### src/rtl/apb_master.sv
// -----------------------------------------------------------------------------
// apb_master
//   Converts a simple valid/ready command into one APB transfer
//   (IDLE -> SETUP -> ACCESS) and reports completion with a one-cycle
//   rsp_valid pulse. An ACCESS phase that sees pready low for TIMEOUT
//   consecutive edges is aborted and reported with rsp_err=1.
//
//   state  | meaning
//   -------+-------------------------------------------------------------
//   IDLE   | no transfer in flight; cmd_ready=1, waits for cmd_valid
//   SETUP  | psel=1, penable=0 for exactly one cycle
//   ACCESS | psel=1, penable=1; waits for pready or timeout
//
// Ports
//   pclk, presetn             clock, async active-low reset
//   cmd_valid/cmd_ready       command handshake (ready only in IDLE)
//   cmd_write/addr/wdata      command fields, latched on accept
//   rsp_valid/rsp_err         completion pulse, err = timeout abort
//   rsp_rdata                 data of the last completed read
//   paddr..penable            APB requester outputs
//   prdata, pready            APB completer response
// -----------------------------------------------------------------------------
module apb_master #(
  parameter int DATA    = 32,
  parameter int ADDR    = 32,
  parameter int TIMEOUT = 16
) (
  input  logic            pclk,
  input  logic            presetn,
  input  logic            cmd_valid,
  output logic            cmd_ready,
  input  logic            cmd_write,
  input  logic [ADDR-1:0] cmd_addr,
  input  logic [DATA-1:0] cmd_wdata,
  output logic            rsp_valid,
  output logic [DATA-1:0] rsp_rdata,
  output logic            rsp_err,
  output logic [ADDR-1:0] paddr,
  output logic            pwrite,
  output logic [DATA-1:0] pwdata,
  output logic            psel,
  output logic            penable,
  input  logic [DATA-1:0] prdata,
  input  logic            pready
);

  localparam int CW = $clog2(TIMEOUT + 1);
  // Value the counter holds on the TIMEOUT-th consecutive pready-low edge;
  // the abort happens there, so the counter never climbs past it.
  localparam logic [CW-1:0] CNT_LAST = CW'(TIMEOUT - 1);

  typedef enum logic [1:0] {
    IDLE   = 2'd0,
    SETUP  = 2'd1,
    ACCESS = 2'd2
  } state_t;

  state_t          state_q;
  logic [CW-1:0]   cnt_q;
  logic [ADDR-1:0] paddr_q;
  logic            pwrite_q;
  logic [DATA-1:0] pwdata_q;
  logic            psel_q;
  logic            penable_q;
  logic            rsp_valid_q;
  logic            rsp_err_q;
  logic [DATA-1:0] rsp_rdata_q;

  always_ff @(posedge pclk or negedge presetn) begin
    if (!presetn) begin
      state_q     <= IDLE;
      cnt_q       <= '0;
      paddr_q     <= '0;
      pwrite_q    <= 1'b0;
      pwdata_q    <= '0;
      psel_q      <= 1'b0;
      penable_q   <= 1'b0;
      rsp_valid_q <= 1'b0;
      rsp_err_q   <= 1'b0;
      rsp_rdata_q <= '0;
    end else begin
      // Response is a single-cycle pulse; err only ever qualifies valid.
      rsp_valid_q <= 1'b0;
      rsp_err_q   <= 1'b0;
      case (state_q)
        IDLE: begin
          if (cmd_valid) begin
            paddr_q   <= cmd_addr;
            pwrite_q  <= cmd_write;
            pwdata_q  <= cmd_wdata;
            psel_q    <= 1'b1;
            penable_q <= 1'b0;
            state_q   <= SETUP;
          end
        end
        SETUP: begin
          penable_q <= 1'b1;
          cnt_q     <= '0;
          state_q   <= ACCESS;
        end
        ACCESS: begin
          if (pready) begin
            psel_q      <= 1'b0;
            penable_q   <= 1'b0;
            rsp_valid_q <= 1'b1;
            if (!pwrite_q) begin
              rsp_rdata_q <= prdata;
            end
            state_q     <= IDLE;
          end else if (cnt_q == CNT_LAST) begin
            psel_q      <= 1'b0;
            penable_q   <= 1'b0;
            rsp_valid_q <= 1'b1;
            rsp_err_q   <= 1'b1;
            state_q     <= IDLE;
          end else begin
            cnt_q <= cnt_q + 1'b1;
          end
        end
        default: begin
          psel_q    <= 1'b0;
          penable_q <= 1'b0;
          state_q   <= IDLE;
        end
      endcase
    end
  end

  assign cmd_ready = (state_q == IDLE);
  assign paddr     = paddr_q;
  assign pwrite    = pwrite_q;
  assign pwdata    = pwdata_q;
  assign psel      = psel_q;
  assign penable   = penable_q;
  assign rsp_valid = rsp_valid_q;
  assign rsp_err   = rsp_err_q;
  assign rsp_rdata = rsp_rdata_q;

endmodule

### config.mk
export PLATFORM = sky130hd
export DESIGN_NAME = apb_master
export DESIGN_NICKNAME = d
export VERILOG_FILES = /design/src/rtl/apb_master.sv
export SDC_FILE = /design/constraint.sdc
export NUM_CORES = 1
export LEC_CHECK = 0
export CAP_MARGIN = 10
export CORE_MARGIN = 2
export CORE_UTILIZATION = 37
export CTS_CLUSTER_SIZE = 24
export DETAILED_ROUTE_END_ITERATION = 7
export PLACE_DENSITY = 0.89
export SYNTH_ARGS = -nofsm -noshare
export SYNTH_HDL_FRONTEND = slang
export SYNTH_SLANG_ARGS = --single-unit
### constraint.sdc
create_clock -name pclk -period 1.8 [get_ports pclk]
set_input_delay 0.18 -clock pclk [delete_from_list [all_inputs] [get_ports pclk]]
set_output_delay 0.18 -clock pclk [all_outputs]
set_load 0.01 [all_outputs]
* After elaboration in Yosys (flattened, before gate mapping)
Cells that the tools add are included.
Widths: inputs -> output; s select.
** Word-level totals
- Flip-flop bits (word level) :: 108
- Input port bits :: 101
- Output and inout bits :: 102
- Logic and storage cells :: 45
** Operators by class
- Add/sub/neg operators :: 1
- Eq/ne operators :: 7
- Mux-type cells :: 18
- Bitwise operators :: 2
- Reduce and logical (&&, ||, !) cells :: 7
** Operator list (number)
- $mux 5 :: 2
- $pmux 5 s2 :: 1
- $mux 1 :: 9
- $reduce_and 3->1 :: 3
- $mux 2 :: 3
- $ne 2x2->1 const B :: 3
- $pmux 1 s3 :: 2
- $pmux 2 s3 :: 1
- $add 5x1->5 const B :: 1
- $eq 5x4->1 const B :: 1
- $reduce_and 2->1 :: 2
- $ne 3x3->1 const B :: 1
- $eq 2x1->1 const B :: 1
- $eq 2x2->1 const B :: 1
- $logic_not 2->1 :: 1
- $not 1->1 :: 2
- $reduce_bool 2->1 :: 1

* Logic depth before layout (Yosys ltp)
- Word-level depth :: 4
- Depth in mapped cells :: 6
- Gate-level depth less buffers :: 6

* Worst setup path after synthesis
Ideal clock, no wire load.
- Kind :: register -> register
- Start point :: register cnt_q[0]
- End point :: register cnt_q[0]
- Library setup time :: 121 ps
- Arrival :: 1739 ps
- Data required time :: 1679 ps
- Slack :: -60 ps
- Cell stages (with the launch flop) :: 7
- Path buffers :: 0
- Clock period less this slack :: 1860 ps
- Cells stage by stage :: dfrtp_1 -> ha_1 -> and3_1 -> ha_1 -> nor2_1 -> a21oi_1 -> a22o_1
** On the way
- Cells in the longest elaborated chain, start to end :: 4
- Elaborated cells between the ends (all ways) :: 7
- Classes of those cells :: add/sub (1); eq/ne (2); mux (3); reduce/logical (1)
** Ends and longest elaborated chain
- from (decl) :: RTL line 59 : logic [CW-1:0] cnt_q;
- from (signal assigned) :: RTL line 117 : cnt_q <= cnt_q + 1'b1;
- $add 5x1->5 :: RTL line 117
- $mux 5 :: RTL line 110 : end else if (cnt_q == CNT_LAST) begin
- $mux 5 :: RTL line 102 : if (pready) begin
- $pmux 5 s2 :: RTL line 85 : case (state_q)
Parallel ways exist; a longest one is shown, timed or not. The select of a mux whose other input is x is not followed.
A chain may end at the register's enable or synchronous reset.

* Worst setup path after layout
- Start point :: register cnt_q[1]
- End point :: register cnt_q[4]
Same word-level chain as after synthesis.

==> results.toml <==
[outcome]
status = "completed"

[cts]
root_buffer = "clkbuf_16"
cts-buffers-inserted = 9
clk_pin_slew_ps = 70
clk_latency_ps = 330
cts_max_path_buffers = 2
cts_tree = "built"
numClockSinks = 107
htreeDepth = 3

[grt]
grt_remaining_overflow = 0
first_global_vias = 2990
grt.total_usage_pct = 15.7
antenna_found_initial = 0
grt_start_max_net_pins = 58
grt_pass1_wl_mm = 14.4

[logic_synthesis]
synth_top_area_share_pct = 64.3
synthCells = 257
yosysTopAreaCell = "dfrtp_1"
synth_seq_cells = 107
synth.distinct_cells = 26
ys.warnings.count = 0
synth.area.top_cells = "dfrtp_1 (64%), mux2_2 (25%), buf_6 (2.2%), mux2_1 (1.1%), a22o_1 (1.1%)"
syn_area_per_cell_um2 = 16.2
synth_nets = 360
netlist_area_mm2 = 0.00417
ys_seq_area_share_pct = 64.3

[critical_path]
r2r_end = "cnt_q[4]$_DFFE_PN0P_"
cpMaxStageDelayCell = "dfrtp_1"
endpoint_kind = "register"
critPathMostFrequentCell = "ha_1"
arrival_ps = 1930
crit_family = "adder cells"
worst-endpoint-required_ps = 2010
crit_chain = "ha_1, and3_1, ha_1, nor2_2, a21oi_1, a22o_1"
r2r_setup_slack_ps = 80
reg2reg_depth = 6
crit_type = "register to register"
path_max_fanout = 4
startpoint_type = "register"
r2r-start = "cnt_q[1]$_DFFE_PN0P_"
cp_slowest_stage_delay_ps = 420
cp.buffers_inverters = 0

[sta]
fin_tns_setup_ps = 0
final.min_clock_period_ps = 1720
rsz0062_at_grt = "false"
slew_violations = 0
fin_skew_ps = 8.39
final-setup-viol-count = 0
fin_crit_sh_pct = 95.4
max_freq_ghz = 0.582
worst_pin_slew_ps = 368
slew_headroom_pct = 75.5
hold_viol = 0

[pwr]
p_leak_nw = 2.81
vdd_ir_drop_max_mv = 0.813
power.density_mw_per_mm2 = 1690

[layout]
drive_gt1_share_pct = 26.9
postLayoutCoreUtil_pct = 61.7
final.fill_count = 857
fin_nets = 575
final_cells = 616
n_antenna_cell = 0
syn2layout_area_growth_pct = 62.0

[placed_design]
place.gp.congestion = 0.738
placedCellCount = 599
port_buffers = 202
hpwl_mm = 7.48

[route]
wire_per_inst_um = 15.9
vias = 2894
drtAntennaViolNets = 0
first_iter_violations = 130
wl_mm = 9.78
firstDrtPassIters = 4
drc_errors = 0
vias_per_cell = 4.70

[flow_run]
maxCapViolCount = 0

[hold_path]
min_path_type = "input port to async pin"

[die]
start_util_pct = 38.1
die_w_um = 110
die_area_mm2 = 0.0121
row_count = 38
core_area_mm2 = 0.0109
die_height_um = 110
io_pins = 203
==> cell type report <==
cell class	count	area, µm²	share of cell area, %
flip-flops and latches	107	2680	39.7
inverters	4	15.0	0.223
multi-input cells	133	1370	20.2
repair buffers	217	2190	32.4
well taps	140	175	2.60
clock inverters	4	73.8	1.09
clock buffers	11	253	3.75
==> report_power, final <==
group | switching (mW) | internal, mW | total, mW
Combinational | 1.84 | 3.30 | 5.15
Clock | 0.812 | 1.29 | 2.10
Sequential | 0.619 | 3.57 | 4.19
==> cells by family (layout without fill, tap and decap cells) <==
| logic type | after synthesis | count (layout) | share of synthesized area (%) |
|---|---|---|---|
| flops | 107 | 107 | 64.3 |
| mux | 98 | 98 | 26.5 |
| simple gates | 22 | 22 | 3.48 |
| buf+inv | 17 | 236 | 3.06 |
| compound gates | 11 | 11 | 2.10 |
| fa+ha+maj | 2 | 2 | 0.601 |
==> routing by layer <==
metal / global-route usage (%) / wire, µm / vias to the layer above
met4: 6.70 / 166 / 0
met2: 27.3 / 5010 / 125
li1: - / - / 1350
met1: 18.2 / 3810 / 1404
met3: 4.23 / 784 / 15
met5: 0 / 0 / -
==> cells in the mapped netlist <==
library cell / number
a311o_1: 2
o22ai_1: 1
nor2b_1: 2
nor4_1: 1
a22o_1: 5
nor3b_1: 1
mux2_1: 4
a21oi_1: 2
nor3b_4: 1
a21o_1: 1
inv_1: 4
buf_6: 8
clkbuf_1: 2
nor2_1: 5
nand4_1: 2
nor4bb_1: 1
mux2i_1: 1
nand2_1: 1
nand3_1: 4
dfrtp_1: 107
ha_1: 2
and3_1: 2
mux2_2: 93
buf_2: 3
nand2b_4: 1
and2_4: 1
==> through the flow <==
stage	hold WS (ps)	worst slack [ps]	area [µm²]	power [mW]
floorplan	-116	58.3	4170	6.36
global placement	88.8	160	6400	9.21
detailed placement	93.7	65.1	6400	9.43
CTS	294	48.6	6730	11.6
global route	329	2.52	6750	12.1
finish	296	82.1	6750	11.4
==> timing repair <==
| item | 4_1_cts | 5_1_grt |
|---|---|---|
| setup endpoints to repair | 0 | 6 |
| hold buffers | 1 | 0 |
| endpoints found under the hold margin | 21 | 0 |
| setup buffers | 0 | 1 |
| gates resized for setup | 0 | 2 |
==> state kept, by name (all words and copies together), names as in the netlist <==
| name | flops |
|---|---|
| cnt_q | 5 |
| paddr | 32 |
| psel | 1 |
| pwdata | 32 |
| pwrite | 1 |
| rsp_err | 1 |
| rsp_rdata | 32 |
| rsp_valid | 1 |
| state_q | 2 |
==> how the worst max path moves through the flow <==
| stage | start | endpoint | slack, ps | cells past startpoint |
|---|---|---|---|---|
| floorplan | cnt_q[0]$_DFFE_PN0P_ | cnt_q[0]$_DFFE_PN0P_ | 60 | 6 |
| global placement | cnt_q[1]$_DFFE_PN0P_ | cnt_q[2]$_DFFE_PN0P_ | 160 | 7 |
| detailed placement | cnt_q[1]$_DFFE_PN0P_ | cnt_q[1]$_DFFE_PN0P_ | 70 | 7 |
| CTS | cnt_q[1]$_DFFE_PN0P_ | cnt_q[1]$_DFFE_PN0P_ | 50 | 7 |
| global route | cnt_q[1]$_DFFE_PN0P_ | cnt_q[2]$_DFFE_PN0P_ | 3 | 7 |
| finish | cnt_q[1]$_DFFE_PN0P_ | cnt_q[4]$_DFFE_PN0P_ | 80 | 6 |
==> layout by cell type, fill, tap and decap left out, types with 3 or more instances in the layout <==
| master | count |
|---|---|
| nor2_1 | 3 |
| nand3_1 | 4 |
| inv_1 | 4 |
| buf_12 | 4 |
| mux2_2 | 93 |
| mux2_1 | 4 |
| clkbuf_16 | 9 |
| buf_4 | 10 |
| clkdlybuf4s50_1 | 201 |
| a22o_1 | 5 |
| dfrtp_1 | 107 |
Note: power is estimated with default switching activity, not from simulation.
